`src/rtl/mem_arbiter_pkg.sv`:
```
// Shared types for the icache/dcache memory arbiter.
// Commands, tags, owner ids and tag-table entry layout.
package mem_arbiter_pkg;

  localparam int ADDR_W = 32;
  localparam int BLOCK_W = 64;
  localparam int MEM_TAG_W = 4;
  localparam int NUM_MEM_TAGS = 1 << MEM_TAG_W;
  localparam int MEM_STARVE_LIMIT = 8;

  typedef logic [ADDR_W-1:0] ADDR;
  typedef logic [BLOCK_W-1:0] MEM_BLOCK;
  typedef logic [MEM_TAG_W-1:0] MEM_TAG;

  typedef enum logic [1:0] {
    MEM_NONE  = 2'h0,
    MEM_LOAD  = 2'h1,
    MEM_STORE = 2'h2
  } MEM_COMMAND;

  typedef enum logic {
    OWNER_ICACHE = 1'b0,
    OWNER_DCACHE = 1'b1
  } MEM_OWNER;

  typedef struct packed {
    logic     valid;
    MEM_OWNER owner;
  } MEM_TAG_ENTRY;

endpackage

```
`src/rtl/mem_arbiter_if.sv`:
```
// Bus bundle between the caches, the arbiter and memory.
// master: arbiter view; slave: caches + memory view.
interface mem_arbiter_if;
  import mem_arbiter_pkg::*;

  MEM_COMMAND icache_command;
  ADDR        icache_addr;
  MEM_COMMAND dcache_command;
  ADDR        dcache_addr;
  MEM_BLOCK   dcache_data;

  MEM_TAG     mem2proc_transaction_tag;
  MEM_BLOCK   mem2proc_data;
  MEM_TAG     mem2proc_data_tag;

  MEM_COMMAND proc2mem_command;
  ADDR        proc2mem_addr;
  MEM_BLOCK   proc2mem_data;

  MEM_TAG     icache_trans_tag;
  MEM_TAG     dcache_trans_tag;
  MEM_BLOCK   icache_resp_data;
  MEM_TAG     icache_resp_tag;
  MEM_BLOCK   dcache_resp_data;
  MEM_TAG     dcache_resp_tag;
  logic       spurious_resp;

  modport master (
    input  icache_command, icache_addr,
    input  dcache_command, dcache_addr,
    input  dcache_data,
    input  mem2proc_transaction_tag,
    input  mem2proc_data, mem2proc_data_tag,
    output proc2mem_command, proc2mem_addr,
    output proc2mem_data,
    output icache_trans_tag, dcache_trans_tag,
    output icache_resp_data, icache_resp_tag,
    output dcache_resp_data, dcache_resp_tag,
    output spurious_resp
  );

  modport slave (
    output icache_command, icache_addr,
    output dcache_command, dcache_addr,
    output dcache_data,
    output mem2proc_transaction_tag,
    output mem2proc_data, mem2proc_data_tag,
    input  proc2mem_command, proc2mem_addr,
    input  proc2mem_data,
    input  icache_trans_tag, dcache_trans_tag,
    input  icache_resp_data, icache_resp_tag,
    input  dcache_resp_data, dcache_resp_tag,
    input  spurious_resp
  );

endinterface

```
`src/rtl/mem_tag_table.sv`:
```
// Owner table indexed by memory tag: one write, one read/clear port.
// Ports: clock, reset (async low), wr_*, rd_tag, clr_en, rd_entry.
module mem_tag_table
  import mem_arbiter_pkg::*;
#(
  parameter int NUM_TAGS = NUM_MEM_TAGS
) (
  input  logic         clock,
  input  logic         reset,
  input  logic         wr_en,
  input  MEM_TAG       wr_tag,
  input  MEM_OWNER     wr_owner,
  input  MEM_TAG       rd_tag,
  input  logic         clr_en,
  output MEM_TAG_ENTRY rd_entry
);

  MEM_TAG_ENTRY entries [NUM_TAGS];

  assign rd_entry = entries[rd_tag];

  // Clear is applied before the write so a tag that is
  // retired and reissued in the same cycle keeps the new owner.
  always_ff @(posedge clock or negedge reset) begin
    if (!reset) begin
      entries <= '{default: '0};
    end else begin
      if (clr_en)
        entries[rd_tag].valid <= 1'b0;
      if (wr_en)
        entries[wr_tag] <= '{valid: 1'b1, owner: wr_owner};
    end
  end

endmodule

```
`src/rtl/mem_arbiter.sv`:
```
// Shares the memory port between icache and dcache, tracks tag owners.
// Ports: clock, reset (async low), bus (mem_arbiter_if.master).
module mem_arbiter
  import mem_arbiter_pkg::*;
#(
  parameter int STARVE_LIMIT = MEM_STARVE_LIMIT,
  parameter int NUM_TAGS     = NUM_MEM_TAGS
) (
  input logic           clock,
  input logic           reset,
  mem_arbiter_if.master bus
);

  localparam int CW = $clog2(STARVE_LIMIT + 1);
  localparam logic [CW-1:0] LIMIT = CW'(STARVE_LIMIT);

  logic [CW-1:0] starve_cnt;
  logic          spurious_q;

  logic          i_req;
  logic          d_req;
  logic          starved;
  logic          grant_i;
  logic          grant_d;
  logic          accepted;
  logic          i_acc;
  MEM_COMMAND    cmd;
  MEM_TAG        mem_tag;
  MEM_TAG        rsp_tag;
  MEM_TAG_ENTRY  rsp_entry;
  logic          hit;
  logic          miss;
  logic          tbl_wr;
  MEM_OWNER      tbl_owner;

  always_comb begin
    i_req   = bus.icache_command != MEM_NONE;
    d_req   = bus.dcache_command != MEM_NONE;
    starved = starve_cnt == LIMIT;
    grant_i = reset && i_req &&
              (!d_req || starved);
    grant_d = reset && d_req && !grant_i;
    mem_tag = bus.mem2proc_transaction_tag;

    cmd = MEM_NONE;
    unique case (1'b1)
      grant_i: cmd = bus.icache_command;
      grant_d: cmd = bus.dcache_command;
      default: cmd = MEM_NONE;
    endcase

    accepted  = (grant_i || grant_d) &&
                mem_tag != '0;
    i_acc     = grant_i && mem_tag != '0;
    tbl_wr    = accepted && cmd == MEM_LOAD;
    tbl_owner = grant_i ? OWNER_ICACHE
                        : OWNER_DCACHE;

    rsp_tag = bus.mem2proc_data_tag;
    hit  = reset && rsp_tag != '0 &&
           rsp_entry.valid;
    miss = reset && rsp_tag != '0 &&
           !rsp_entry.valid;
  end

  always_comb begin
    bus.proc2mem_command = cmd;
    bus.proc2mem_addr    = '0;
    bus.proc2mem_data    = '0;
    if (grant_i)
      bus.proc2mem_addr = bus.icache_addr;
    if (grant_d)
      bus.proc2mem_addr = bus.dcache_addr;
    if (grant_d && cmd == MEM_STORE)
      bus.proc2mem_data = bus.dcache_data;

    bus.icache_trans_tag = grant_i ? mem_tag : '0;
    bus.dcache_trans_tag = grant_d ? mem_tag : '0;

    bus.icache_resp_tag  = '0;
    bus.icache_resp_data = '0;
    bus.dcache_resp_tag  = '0;
    bus.dcache_resp_data = '0;
    if (hit && rsp_entry.owner == OWNER_ICACHE) begin
      bus.icache_resp_tag  = rsp_tag;
      bus.icache_resp_data = bus.mem2proc_data;
    end
    if (hit && rsp_entry.owner == OWNER_DCACHE) begin
      bus.dcache_resp_tag  = rsp_tag;
      bus.dcache_resp_data = bus.mem2proc_data;
    end

    bus.spurious_resp = reset && spurious_q;
  end

  // A rejected icache request (lost arbitration or tag 0)
  // counts as a starved cycle; any acceptance or idle resets.
  always_ff @(posedge clock or negedge reset) begin
    if (!reset) begin
      starve_cnt <= '0;
      spurious_q <= 1'b0;
    end else begin
      if (miss)
        spurious_q <= 1'b1;
      if (!i_req || i_acc)
        starve_cnt <= '0;
      else if (!starved)
        starve_cnt <= starve_cnt + 1'b1;
    end
  end

  mem_tag_table #(
    .NUM_TAGS (NUM_TAGS)
  ) u_table (
    .clock    (clock),
    .reset    (reset),
    .wr_en    (tbl_wr),
    .wr_tag   (mem_tag),
    .wr_owner (tbl_owner),
    .rd_tag   (rsp_tag),
    .clr_en   (hit),
    .rd_entry (rsp_entry)
  );

endmodule
```
`src/flat_wrapper.sv`:
```
// flat-port wrapper written by rule: the top's interface ports become plain ports
module mem_arbiter_flat import mem_arbiter_pkg::*;
#(
  parameter int STARVE_LIMIT = MEM_STARVE_LIMIT,
  parameter int NUM_TAGS     = NUM_MEM_TAGS
)
  (clock, reset, bus_icache_command, bus_icache_addr, bus_dcache_command, bus_dcache_addr, bus_dcache_data, bus_mem2proc_transaction_tag, bus_mem2proc_data, bus_mem2proc_data_tag, bus_proc2mem_command, bus_proc2mem_addr, bus_proc2mem_data, bus_icache_trans_tag, bus_dcache_trans_tag, bus_icache_resp_data, bus_icache_resp_tag, bus_dcache_resp_data, bus_dcache_resp_tag, bus_spurious_resp);
  mem_arbiter_if bus_i ();
  input logic clock;
  input logic reset;
  input wire logic [$bits(bus_i.icache_command)-1:0] bus_icache_command;
  input wire logic [$bits(bus_i.icache_addr)-1:0] bus_icache_addr;
  input wire logic [$bits(bus_i.dcache_command)-1:0] bus_dcache_command;
  input wire logic [$bits(bus_i.dcache_addr)-1:0] bus_dcache_addr;
  input wire logic [$bits(bus_i.dcache_data)-1:0] bus_dcache_data;
  input wire logic [$bits(bus_i.mem2proc_transaction_tag)-1:0] bus_mem2proc_transaction_tag;
  input wire logic [$bits(bus_i.mem2proc_data)-1:0] bus_mem2proc_data;
  input wire logic [$bits(bus_i.mem2proc_data_tag)-1:0] bus_mem2proc_data_tag;
  output wire logic [$bits(bus_i.proc2mem_command)-1:0] bus_proc2mem_command;
  output wire logic [$bits(bus_i.proc2mem_addr)-1:0] bus_proc2mem_addr;
  output wire logic [$bits(bus_i.proc2mem_data)-1:0] bus_proc2mem_data;
  output wire logic [$bits(bus_i.icache_trans_tag)-1:0] bus_icache_trans_tag;
  output wire logic [$bits(bus_i.dcache_trans_tag)-1:0] bus_dcache_trans_tag;
  output wire logic [$bits(bus_i.icache_resp_data)-1:0] bus_icache_resp_data;
  output wire logic [$bits(bus_i.icache_resp_tag)-1:0] bus_icache_resp_tag;
  output wire logic [$bits(bus_i.dcache_resp_data)-1:0] bus_dcache_resp_data;
  output wire logic [$bits(bus_i.dcache_resp_tag)-1:0] bus_dcache_resp_tag;
  output wire logic [$bits(bus_i.spurious_resp)-1:0] bus_spurious_resp;
  assign bus_i.icache_command = bus_icache_command;
  assign bus_i.icache_addr = bus_icache_addr;
  assign bus_i.dcache_command = bus_dcache_command;
  assign bus_i.dcache_addr = bus_dcache_addr;
  assign bus_i.dcache_data = bus_dcache_data;
  assign bus_i.mem2proc_transaction_tag = bus_mem2proc_transaction_tag;
  assign bus_i.mem2proc_data = bus_mem2proc_data;
  assign bus_i.mem2proc_data_tag = bus_mem2proc_data_tag;
  assign bus_proc2mem_command = bus_i.proc2mem_command;
  assign bus_proc2mem_addr = bus_i.proc2mem_addr;
  assign bus_proc2mem_data = bus_i.proc2mem_data;
  assign bus_icache_trans_tag = bus_i.icache_trans_tag;
  assign bus_dcache_trans_tag = bus_i.dcache_trans_tag;
  assign bus_icache_resp_data = bus_i.icache_resp_data;
  assign bus_icache_resp_tag = bus_i.icache_resp_tag;
  assign bus_dcache_resp_data = bus_i.dcache_resp_data;
  assign bus_dcache_resp_tag = bus_i.dcache_resp_tag;
  assign bus_spurious_resp = bus_i.spurious_resp;
  mem_arbiter #(.STARVE_LIMIT(STARVE_LIMIT), .NUM_TAGS(NUM_TAGS)) u_core (.clock(clock), .reset(reset), .bus(bus_i));
endmodule
```
`config.mk`:
```
export PLATFORM = sky130hd
export DESIGN_NAME = mem_arbiter_flat
export DESIGN_NICKNAME = d
export VERILOG_FILES = /design/src/rtl/mem_arbiter_pkg.sv /design/src/rtl/mem_arbiter_if.sv /design/src/rtl/mem_tag_table.sv /design/src/rtl/mem_arbiter.sv /design/src/flat_wrapper.sv
export SDC_FILE = /design/constraint.sdc
export NUM_CORES = 1
export LEC_CHECK = 0
export ABC_AREA = 1
export BUFFER_PORTS_ARGS = -buffer_cell sky130_fd_sc_hd__buf_2
export CORE_AREA = 2 2 175 177
export CTS_CLUSTER_SIZE = 20
export DETAILED_ROUTE_END_ITERATION = 10
export DIE_AREA = 0 0 177 179
export HOLD_SLACK_MARGIN = 0.08
export SYNTH_ARGS = -nofsm -noshare
export SYNTH_HDL_FRONTEND = slang
export SYNTH_HIERARCHICAL = 1
export SYNTH_SLANG_ARGS = --single-unit
```
`constraint.sdc`:
```
create_clock -name clock -period 6.12 [get_ports clock]
set_clock_uncertainty 0.2 [all_clocks]
set_input_delay 0.612 -clock clock [delete_from_list [all_inputs] [get_ports clock]]
set_output_delay 0.612 -clock clock [all_outputs]
set_load 0.005 [all_outputs]
```
* Yosys cells after proc, flatten, opt, wreduce, memory -nomap -nowiden
Cells that the tools add are included.
Word-level totals: flip-flop bits (word level) 37, input bits 206, output and inout bits 243, logic and storage cells 97
Operators by class: $add $sub $neg 1, $lt $le $gt $ge 4, equal/unequal tests 4, multiplexer cells 24, bitwise gates (word level) 3, reduce and logical (&&, ||, !) cells 27
Operators with widths (count):
- two-way mux 64 bit | 3
- two-way mux 32 bit | 4
- bitwise mux 32 bit | 2
- two-way mux 4 bit | 6
- demux 2 bit (select 4 bit) | 2
- logical AND 1 bit | 16
- >= comparator 5 bit (second input constant) | 2
- < comparator 5 x 1 -> 1 bit (second input constant) | 2
- inverter 4 -> 5 bit | 2
- binary-select mux 2 bit (select 4 bit) | 1
- two-way mux 2 bit | 4
- nonzero test 4 bit | 2
- adder 4 x 1 -> 4 bit (second input constant) | 1
- == test 4 bit (second input constant) | 1
- logical NOT 1 bit | 4
- case mux 2 bit (2 select lines) | 1
- nonzero test 2 bit | 2
- logical OR 1 bit | 3
- == test 2 x 1 -> 1 bit (second input constant) | 1
- == test 2 bit (second input constant) | 1
- inequality test 2 bit (second input constant) | 1
- two-way mux 1 bit | 1
- inverter 1 bit | 1

* Depth between registers and ports, before layout
Gate-level depths: netlist of the first run.
word-level depth 10, depth in mapped cells 16, depth with buffers taken out 14

* By module
Netlist of the first run, hierarchy kept.
Modules (own cells, without submodules):
- mem_arbiter | times used 1, cells each 532, area an instance 2426.1 um^2, seq. area each 125.1 um^2
- mem_tag_table | times used 1, cells each 246, area an instance 1680.4 um^2, seq. area each 800.8 um^2

* Worst setup path before layout of the first run
Ideal clock, no wire load.
kind input port to output port, from input bus_mem2proc_data_tag[0], to output bus_dcache_resp_data[33], arrival time 2.004 ns, required time 5.308 ns, slack 3.304 ns, stages on the path 16, buffers on the path 3, cell sequence inv_2 > buf_4 > nand2_1 > nand2_1 > nand2_1 > nand2_1 > nand2_1 > nand2_1 > inv_1 > nand2_1 > inv_1 > nor2_4 > nand2_1 > buf_2 > buf_4 > nor2_1
RTL lines:
- from (decl) | RTL line flat_wrapper.sv:18 | input wire logic [$bits(bus_i.mem2proc_data_tag)-1:0] bus_mem2proc_data_tag;
- to (decl) | RTL line flat_wrapper.sv:26 | output wire logic [$bits(bus_i.dcache_resp_data)-1:0] bus_dcache_resp_data;

==> metrics.md, run 1 <==
| Metric | Value |
|---|---|
| Crit-path slowest cell | nand2_2 |
| Hold buffer count at cts | 0 |
| EDFF count, synth | 0 |
| Largest net degree at the start of global routing | between 60 and 70 |
| Crit path buffers/inverters | 6 |
| Yosys warnings | 6 |
| Critical Path Fanout Max | 49 |
| Fmax | approximately 250 MHz |
| Period utilization | 0.658 |
| Async SR Flop Fraction | 1.00 |
| Flop pwr share | 0.333 |
| Vias after detailed routing | ~6200 |
| Die area | 31700 sq um |
| Final WL | around 21 mm |
| Die height | between 150 and 200 um |
| Worst setup SP type | input port |
| CTS tree | yes |
| CP delay by family, top | simple AND/OR/NAND/NOR gates |
| Post-route ant nets | 0 |
| Worst path cell trace | buf_2, inv_2, nand2_1, nand2_1, nand2_1, nand2_1, nand2_1, nand2_1, inv_1, nand2_1, inv_1, nor2_4, nand2_2, buf_4, nor2_1, buf_2 |
| DRT iter0 DRCs | 301 |
| Initial Util | 0.137 |
| H-tree Lvls | 2 |
| Synth-to-layout area growth | 65.4% |
| Int Pwr | around 0.67 mW |
| Critical Path End Type | primary output |
| Setup violations, final | 0 |
| Input/output buffers | approximately 450 |
| Clk pin slew, worst setup/hold paths | approximately 0.06 ns |
| Req. time, crit path | ~5.3 ns |
| Most common cell after layout, fill and taps aside | buf_2 |
| Post-layout minimum cycle time | 4.03 ns |
| Worst Hold Class | input port to asynchronous set/reset pin |
| Slowest cell delay on critical path | between 0.5 and 0.6 ns |
| DRC Markers | 0 |
| Pins Over Slew Limit | 0 |
| Gate power share | 0.431 |
| Cells after Synth | 778 |
| Core Rows | 64 |
| Vias in the first global route | 5344 |
| Nets | roughly 1400 |
| Final Util | 0.226 |
| Max_slew headroom | 0.306 |
| Clock power share | 0.236 |
| Critical path class | input port to primary output |
| Synth Cell Area | between 4000 and 5000 sq um |
| RSZ-0062 raised after global routing | no |
| Clk Latency, worst-skew pair | between 0.2 and 0.3 ns |
| Sw frac | 0.377 |
| Unique masters post-synth | 26 |
| Seq cells post-synth | 37 |
| WL per Instance | approximately 13 um |
| Sw Pwr | approximately 0.40 mW |
| Num CTS Buffers | 5 |
| Clock sink total | 37 |
| Root Buffer | clkbuf_16 |
| Resized Gates After CTS | 0 |
| Via density per instance | approximately 3.8 |
| # Post-CTS Setup Buffers | 0 |
| Io pins | between 400 and 500 |
| Die Wd | between 150 and 200 um |
| Global-route wire length before repair | between 20 and 30 mm |
| Endpoints failing hold | 0 |
| Syn_area_per_cell | approximately 5.3 sq um |
| Mapped Nets | a little under 1000 |
| Max VDD drop | ~0.00012 V |
| PwrDens | approximately 160 nW/um^2 |
| Status | completed |
| Critical path arrival | roughly 3.2 ns |
| Commonest non-fill, non-tap cells in the layout | buf_2 (448), nand2_1 (202), nor2_1 (201), inv_1 (168), nand3_1 (45) |
| Layout cells sized above 1 | 0.416 |
| Core footprint | around 30000 sq um |
| Static leakage | roughly 4.8 nW |
| Actual slew at the worst max-slew pin | 1.04 ns |
| Drt first pass iters | 5 |
| Initial antenna violation count | 9 |
| Global route overflow | 0 |
| Max-cap violations | 0 |
| Post-route setup TNS | 0 ns |
| HPWL after DPL | about 19 mm |
| Top FF cell, synth | dfrtp_1 |
| Most used cell, CP | nand2_1 |
| Routability cong. | 0.877 |
| Clock Path Buffers | 2 |
| Total GRT Usage | 0.120 |
| Sequential area share after synthesis | 0.225 |
worst paths after layout:
check                                            from                         end  slack, ns  depth (start not counted)
max in group asynchronous                       reset  u_core/u_table/entries[18]       5.13                          2
setup / recovery             bus_mem2proc_data_tag[0]    bus_dcache_resp_data[51]       2.09                         16
setup reg to reg                 u_core/starve_cnt[0]  u_core/u_table/entries[30]       3.27                         13
hold reg to reg            u_core/u_table/entries[20]  u_core/u_table/entries[20]       0.29                          2
min in group clock         u_core/u_table/entries[20]  u_core/u_table/entries[20]       0.29                          2
hold / removal                                  reset  u_core/u_table/entries[31]       0.23                          2
power by group through the flow:
| stage | sequential, mW | combinational, mW | clock [mW] |
|---|---|---|---|
| floorplan | 0.345 | 0.266 | 0 |
| global placement | 0.360 | 0.456 | 0 |
| detailed placement | 0.359 | 0.462 | 0 |
| CTS | 0.355 | 0.464 | 0.257 |
| global route | 0.363 | 0.529 | 0.268 |
| finish | 0.356 | 0.460 | 0.251 |
logic make-up after synthesis:
family | after synthesis | synth area share
xor gates and xnor gates | 2 | 0.00427
adders and majority gates | 2 | 0.00609
AOI/OAI and AO/OA | 44 | 0.0576
and+or+nand+nor | 487 | 0.491
DFF | 37 | 0.225
buffers and inverters | 206 | 0.216
stage by stage:
step | power (mW) | cells | cell area (sq um) | worst slack, ns | hold WS, ns
CTS | 1.08 | 1599 | 6780 | 2.09 | 0.250
global placement | 0.816 | 1592 | 6640 | 2.19 | 0.268
global route | 1.16 | 1602 | 6790 | 1.73 | 0.276
finish | 1.07 | 1603 | 6790 | 2.09 | 0.230
detailed placement | 0.822 | 1592 | 6640 | 2.10 | 0.279
floorplan | 0.611 | 778 | 4110 | 3.30 | 0.116
state kept, by name, summed over array words and instances, names as in the netlist:
name and cells:
u_core/spurious_q 1, u_core/starve_cnt 4, u_core/u_table/entries 32
cell usage after synthesis, types with 2 or more instances:
master / number / area [sq um]
nor3_2: 2 / 20.0
nor2_2: 30 / 188
o21ai_0: 33 / 165
xor2_1: 2 / 17.5
inv_2: 2 / 7.51
nor2_1: 201 / 754
buf_6: 7 / 78.8
nor2_4: 2 / 22.5
nand3_1: 45 / 225
buf_4: 11 / 82.6
o31ai_1: 2 / 15.0
ha_1: 2 / 25.0
buf_2: 16 / 80.1
a21oi_1: 5 / 25.0
dfrtp_1: 37 / 926
nand2_1: 204 / 766
inv_1: 168 / 631
cell type report:
type	count	area, sq um
antenna	4	10.0
clock buffer	7	143
fill	3438	23200
inverter	171	642
multi-input combinational	535	2300
sequential	37	926
tap	396	495
timing repair buffer	453	2280
per-layer routing:
| layer | share of wire | track usage |
|---|---|---|
| met5 | 0.0013 | 0 |
| met4 | 0.033 | 0.0482 |
| met3 | 0.073 | 0.0223 |
| met2 | 0.52 | 0.229 |
| met1 | 0.38 | 0.130 |
Note: power is estimated with default switching activity, not from simulation.
==> run 2: changes to the inputs <==
Settings changed: ABC_AREA 1 to 0, CORE_AREA 2 2 175 177 to 2 2 176 178, DIE_AREA 0 0 177 179 to 0 0 178 180.
Clock period 6.12 ns to 3.93 ns, I/O delays scaled along.
==> run 2 against run 1 <==
Non-clock buffer count is the same; routed wire length grew 4.6%; combinational power grew 51%; via count shrank 15%; critical endpoint is now bus_dcache_resp_data[25]; worst setup slack lost 1.5 ns; clock power grew 76%; synthesized cell count shrank 33%; core utilization grew 0.16 points; global-route usage grew 1.1 points; cell count shrank 16%; sequential power grew 49%.
==> metrics.md, run 2 <==
| Metric | Value |
|---|---|
| Status | completed |
| Initial Util | 0.137 |
| Commonest non-fill, non-tap cells in the layout | buf_2 (448), and2_1 (205), nand2_1 (59), dfrtp_1 (37), inv_1 (36) |
| Sequential area share after synthesis | 0.224 |
| Top-count cell post-synth | and2_1 |
| Top flop regs | u_core/u_table/entries (32), u_core/starve_cnt (4), u_core/spurious_q (1) |
| Clk Latency, worst-skew pair | approximately 0.28 ns |
| Num CTS Buffers | 5 |
| Mapped Nets | 732 |
| WL per Instance | ~17 um |
| Core Rows | 64 |
| Post-route ant nets | 0 |
| Cells after Synth | ~520 |
| Vias in the first global route | between 4000 and 5000 |
| DRT iter0 DRCs | approximately 170 |
| Die area | approximately 32000 sq um |
| DRC Markers | 0 |
| Layout cells sized above 1 | 0.503 |
| RSZ-0062 raised after global routing | no |
| Most common cell after layout, fill and taps aside | buf_2 |
| Syn_area_per_cell | roughly 7.9 sq um |
| Critical path class | input port to primary output |
| Root Buffer | clkbuf_16 |
| Vias after detailed routing | between 5000 and 6000 |
| Largest net degree at the start of global routing | 69 |
| Final WL | 22.3 mm |
| Critical Path Fanout Max | 65 |
| Global route overflow | 0 |
| H-tree Lvls | 2 |
| Pins Over Slew Limit | 0 |
| Post-layout minimum cycle time | about 3.4 ns |
| Worst Hold Class | flip-flop to flip-flop |
| Static leakage | 4.33 nW |
| Actual slew at the worst max-slew pin | 0.791 ns |
| Fmax | 298 MHz |
| Period utilization | 0.854 |
| Die Wd | 178 um |
| Endpoints failing hold | 0 |
| Via density per instance | slightly below 4 |
| PwrDens | between 200 and 250 nW/um^2 |
| Routability cong. | between 0.8 and 0.9 |
| Setup violations, final | 0 |
| Synth-to-layout area growth | 66.3% |
| Resized Gates After CTS | 0 |
| Area contributors post-synth | and2_1 (31%), dfrtp_1 (22%), mux2i_1 (8.2%) |
| Post-route setup TNS | 0 ns |
| Input/output buffers | 448 |
| CTS tree | yes |
| EDFF count, synth | 0 |
| Clock sink total | 37 |
| Max_slew headroom | 0.472 |
| Clk pin slew, worst setup/hold paths | about 0.060 ns |
| Yosys top cell area share | 0.310 |
| Seq cells post-synth | 37 |
| Power Total | between 1.5 and 2 mW |
| Unique masters post-synth | 49 |
| Core footprint | between 30000 and 40000 sq um |
| Global-route wire length before repair | roughly 31 mm |
| Async SR Flop Fraction | 1.00 |
| Max VDD drop | about 0.00015 V |
| Reg with most FFs | u_core/u_table/entries |
| Clock Path Buffers | 2 |
| Drt first pass iters | 4 |
| Nets | roughly 1200 |
| Synth Cell Area | about 4100 sq um |
| Synth top cells by count | and2_1 (205), nand2_1 (59), dfrtp_1 (37), inv_1 (36), mux2i_1 (34) |
| Initial antenna violation count | 2 |
| Req. time, crit path | around 3.3 ns |
| Die height | 180 um |
| Yosys warnings | 6 |
| Io pins | between 400 and 500 |
| Largest register FFs | 32 |
| Post-synth top area cell | and2_1 |
| Top FF cell, synth | dfrtp_1 |
| Worst setup SP type | input port |
| Critical Path End Type | primary output |
| Critical path arrival | 2.76 ns |
| HPWL after DPL | around 20 mm |
| Total GRT Usage | 0.131 |
| Max-cap violations | 0 |
run 2: cell count changes in the layout (fill, tap and decap cells not counted), moves of 16 or more:
cell / change
mux2_1: +16
mux2i_1: +34
inv_1: -132
and2_1: +205
nand2_1: -143
o21ai_1: +22
nor2_2: -30
nand3_1: -38
nor2_1: -191
o21ai_0: -31
run 2: cells by family (layout without fill, tap and decap cells):
family          count (synthesis)  count (layout)  synth area share
flops                          37              37             0.224
compound gates                 37              37            0.0550
other cells                     0               1                 0
fa+ha+maj                       2               2           0.00605
xor+xnor                        2               2           0.00423
simple gates                  317             317             0.454
mux                            58              58             0.171
buf+inv                        71             497            0.0853
run 2: worst paths after layout:
path,start,to,slack [ns],cells after the start
max,reset,bus_dcache_resp_data[25],0.57,7
min,u_core/spurious_q,u_core/spurious_q,0.27,1
max reg2reg,u_core/starve_cnt[0],u_core/u_table/entries[6],1.36,8
min reg2reg,u_core/spurious_q,u_core/spurious_q,0.27,1
max in group asynchronous,reset,u_core/u_table/entries[21],2.30,3
min in group asynchronous,reset,u_core/spurious_q,0.50,2
run 2: critical path, stage by stage:
cell           delay [ns]
dlygate4sd3_1        0.55
buf_2                0.49
nand2_2              0.19
nor3b_4              0.28
buf_4                0.45
and2_1               0.23
buf_2                0.13
run 2: cell type report:
cell class	count	area, sq um
antenna	1	2.50
clock buffer	5	125
clock inverter	2	35.0
fill	3391	23300
inverter	37	141
multi-input combinational	416	2870
sequential	37	926
tap	396	495
timing repair buffer	453	2280
run 2: report_power, final:
group	internal (mW)	total (mW)	leakage [nW]	switching, mW
Sequential	0.474	0.530	0.473	0.0555
Clock	0.294	0.441	0.0797	0.146
Combinational	0.352	0.693	3.77	0.341
Total	1.12	1.66	4.33	0.543
run 2: metal layers:
metal | up-vias | global-route usage | share of wire
li1 | 2519 | - | -
met1 | 2371 | 0.150 | 0.38
met2 | 315 | 0.253 | 0.52
met3 | 11 | 0.0209 | 0.081
met4 | 2 | 0.0249 | 0.010
met5 | - | 0 | 0.00067
run 2: repair_timing:
item / CTS / global route
endpoints found under the setup margin: 0 / 0
endpoints found under the hold margin: 14 / 0
hold buffers: 1 / 0
setup buffers: 0 / 0
run 2: stage by stage:
stage	instances	instance area, sq um	utilization	hold WS (ns)	setup slack (ns)
2_1_floorplan	524	4140	-	-0.103	1.41
3_3_place_gp	1338	6710	0.222	0.203	0.709
3_5_place_dp	1338	6710	0.222	0.211	0.618
4_1_cts	1346	6880	0.228	0.274	0.473
5_1_grt	1346	6880	0.228	0.302	0.303
6_report	1347	6880	0.228	0.271	0.573
==> run 3: changes to the inputs <==
Settings changed: GPL_ROUTABILITY_DRIVEN from default to 0, REMOVE_ABC_BUFFERS from default to 1.
==> run 3 against run 2 <==
Core utilization is 0.058 points higher; non-clock buffer count stayed put; register-to-register slack better by 0.03 ns; largest cell class unchanged.
==> metrics.md, run 3 (synthesis results as in run 2) <==
| Metric | Value |
|---|---|
| Resized Gates After CTS | 0 |
| Sw Pwr | between 0.5 and 0.6 mW |
| Critical Path End Type | primary output |
| Fmax | around 300 MHz |
| Worst path cell trace | buf_2, mux4_1, a22oi_1, nand3_1, nor3_4, buf_4, and2_1, buf_2 |
| FF-to-FF End | u_core/u_table/entries[6] |
| Vias in the first global route | around 4800 |
| Endpoints failing hold | 0 |
| Global-route wire length before repair | roughly 35 mm |
| Crit path buffers/inverters | 3 |
| Die height | ~180 um |
| Setup violations, final | 0 |
| Core Rows | 64 |
| Crit-path slowest cell | mux4_1 |
| Largest net degree at the start of global routing | approximately 70 |
| CTS tree | yes |
| Die area | around 32000 sq um |
| Actual slew at the worst max-slew pin | 0.975 ns |
| Initial Util | 0.137 |
| DRT iter0 DRCs | 143 |
| Critical path arrival | approximately 2.7 ns |
| Via density per instance | a little under 4 |
| Clock Path Buffers | 2 |
| Worst Hold Class | input port to asynchronous set/reset pin |
| Synth-to-layout area growth | 66.7% |
| Most common cell after layout, fill and taps aside | buf_2 |
| Die Wd | approximately 180 um |
| Largest register FFs | 32 |
| Clock sink total | 37 |
| Hold WS | roughly 0.17 ns |
| CP delay by family, top | buffers and inverters |
| Root Buffer | clkbuf_16 |
| Sw frac | 0.338 |
| # Post-CTS Setup Buffers | 0 |
| Hold buffer count at cts | 0 |
| Pins Over Slew Limit | 0 |
| Clk pin slew, worst setup/hold paths | approximately 0.06 ns |
| Critical Path Fanout Max | 67 |
| Final WL | approximately 27 mm |
| R2R cell count | 8 |
| Layout cells sized above 1 | 0.505 |
| Status | completed |
| HPWL after DPL | between 20 and 25 mm |
| Global route overflow | 0 |
| Int Pwr | between 1 and 1.5 mW |
| Io pins | approximately 450 |
| Top flop regs | u_core/u_table/entries (32), u_core/starve_cnt (4), u_core/spurious_q (1) |
| Clk Latency, worst-skew pair | ~0.28 ns |
| Critical path class | input port to primary output |
| Max_slew headroom | 0.350 |
| Slowest cell delay on critical path | between 0.6 and 0.7 ns |
| Clock power share | 0.252 |
| Worst setup SP type | input port |
| Static leakage | 4.33 nW |
| Max-cap violations | 0 |
| Post-route setup TNS | 0 ns |
| WL per Instance | just under 20 um |
| Nets | 1158 |
| Max VDD drop | around 0.00014 V |
| Post-layout minimum cycle time | between 3 and 4 ns |
| Total GRT Usage | 0.156 |
| RSZ-0062 raised after global routing | no |
| PwrDens | 240 nW/um^2 |
| Post-route ant nets | 0 |
| Commonest non-fill, non-tap cells in the layout | buf_2 (448), and2_1 (205), nand2_1 (59), dfrtp_1 (37), inv_1 (36) |
| Drt first pass iters | 4 |
| Vias after detailed routing | around 5200 |
| Reg with most FFs | u_core/u_table/entries |
| Period utilization | 0.833 |
| Most used cell, CP | buf_2 |
| H-tree Lvls | 2 |
| Input/output buffers | between 400 and 500 |
| Gate power share | 0.425 |
| Flop2flop setup slack | roughly 1.4 ns |
| Initial antenna violation count | 31 |
| Flop pwr share | 0.322 |
| Num CTS Buffers | 5 |
| R2r startpoint | u_core/starve_cnt[0] |
| Core footprint | a little over 30000 sq um |
| Req. time, crit path | between 3 and 4 ns |
| DRC Markers | 0 |
==> run 3: cell types whose count changed in the layout (fill, tap and decap cells not counted) <==
cell and change:
buf_4 +1, bufinv_16 -1, clkbuf_8 +2, diode_2 +9
dlygate4sd3_1 -1
==> run 3: worst max path at each step <==
stage                                  start                       end  slack (ns)  cells after the start
global route        bus_mem2proc_data_tag[0]  bus_icache_resp_data[45]        0.48                      8
finish              bus_mem2proc_data_tag[0]  bus_icache_resp_data[45]        0.66                      8
detailed placement  bus_mem2proc_data_tag[0]  bus_icache_resp_data[45]        0.66                      8
CTS                 bus_mem2proc_data_tag[0]  bus_icache_resp_data[45]        0.66                      8
floorplan           bus_mem2proc_data_tag[0]   bus_icache_resp_data[0]        0.57                      5
global placement    bus_mem2proc_data_tag[0]  bus_icache_resp_data[10]        0.68                      8
==> run 3: per-stage QoR <==
step           utilization  setup WS [ns]  std cells  cell area (sq um)  total power, mW
2_1_floorplan            -          0.566        490               3930            0.864
3_3_place_gp         0.222          0.678       1339               6710             1.24
3_5_place_dp         0.222          0.660       1339               6710             1.25
4_1_cts              0.228          0.659       1347               6870             1.67
5_1_grt              0.228          0.479       1349               6880             1.77
6_report             0.228          0.657       1357               6900             1.66
==> run 3: per-layer routing <==
metal  track usage  part of all wire  vias up
li1              -                 -     2535
met1         0.155              0.35     2280
met4        0.0393             0.025        8
met3        0.0286             0.072       62
met5             0            0.0021        -
met2         0.323              0.55      331
==> run 3: cell type report <==
| cell class | instances | area, sq um |
|---|---|---|
| repair buffers | 453 | 2280 |
| inverters | 37 | 141 |
| flip-flops and latches | 37 | 926 |
| diodes | 10 | 25.0 |
| fillers | 3389 | 23300 |
| multi-input cells | 416 | 2870 |
| clock inverters | 1 | 5.00 |
| well taps | 396 | 495 |
| clock buffers | 7 | 153 |
==> run 3: power groups by stage <==
| stage | logic [mW] | clock network, mW | registers, mW |
|---|---|---|---|
| after CTS | 0.716 | 0.424 | 0.532 |
| after detailed placement | 0.714 | 0 | 0.540 |
| final | 0.704 | 0.418 | 0.533 |
| after floorplan | 0.349 | 0 | 0.515 |
| after global routing | 0.781 | 0.442 | 0.547 |
| after global placement | 0.703 | 0 | 0.535 |
==> run 3: worst reg2reg max path: cells and delay by family, from the launching register on <==
family,cells,cell delay [ns]
fa+ha+maj,1,0.25
flops,1,0.37
mux,1,0.33
buf+inv,1,0.08
simple gates,5,1.19
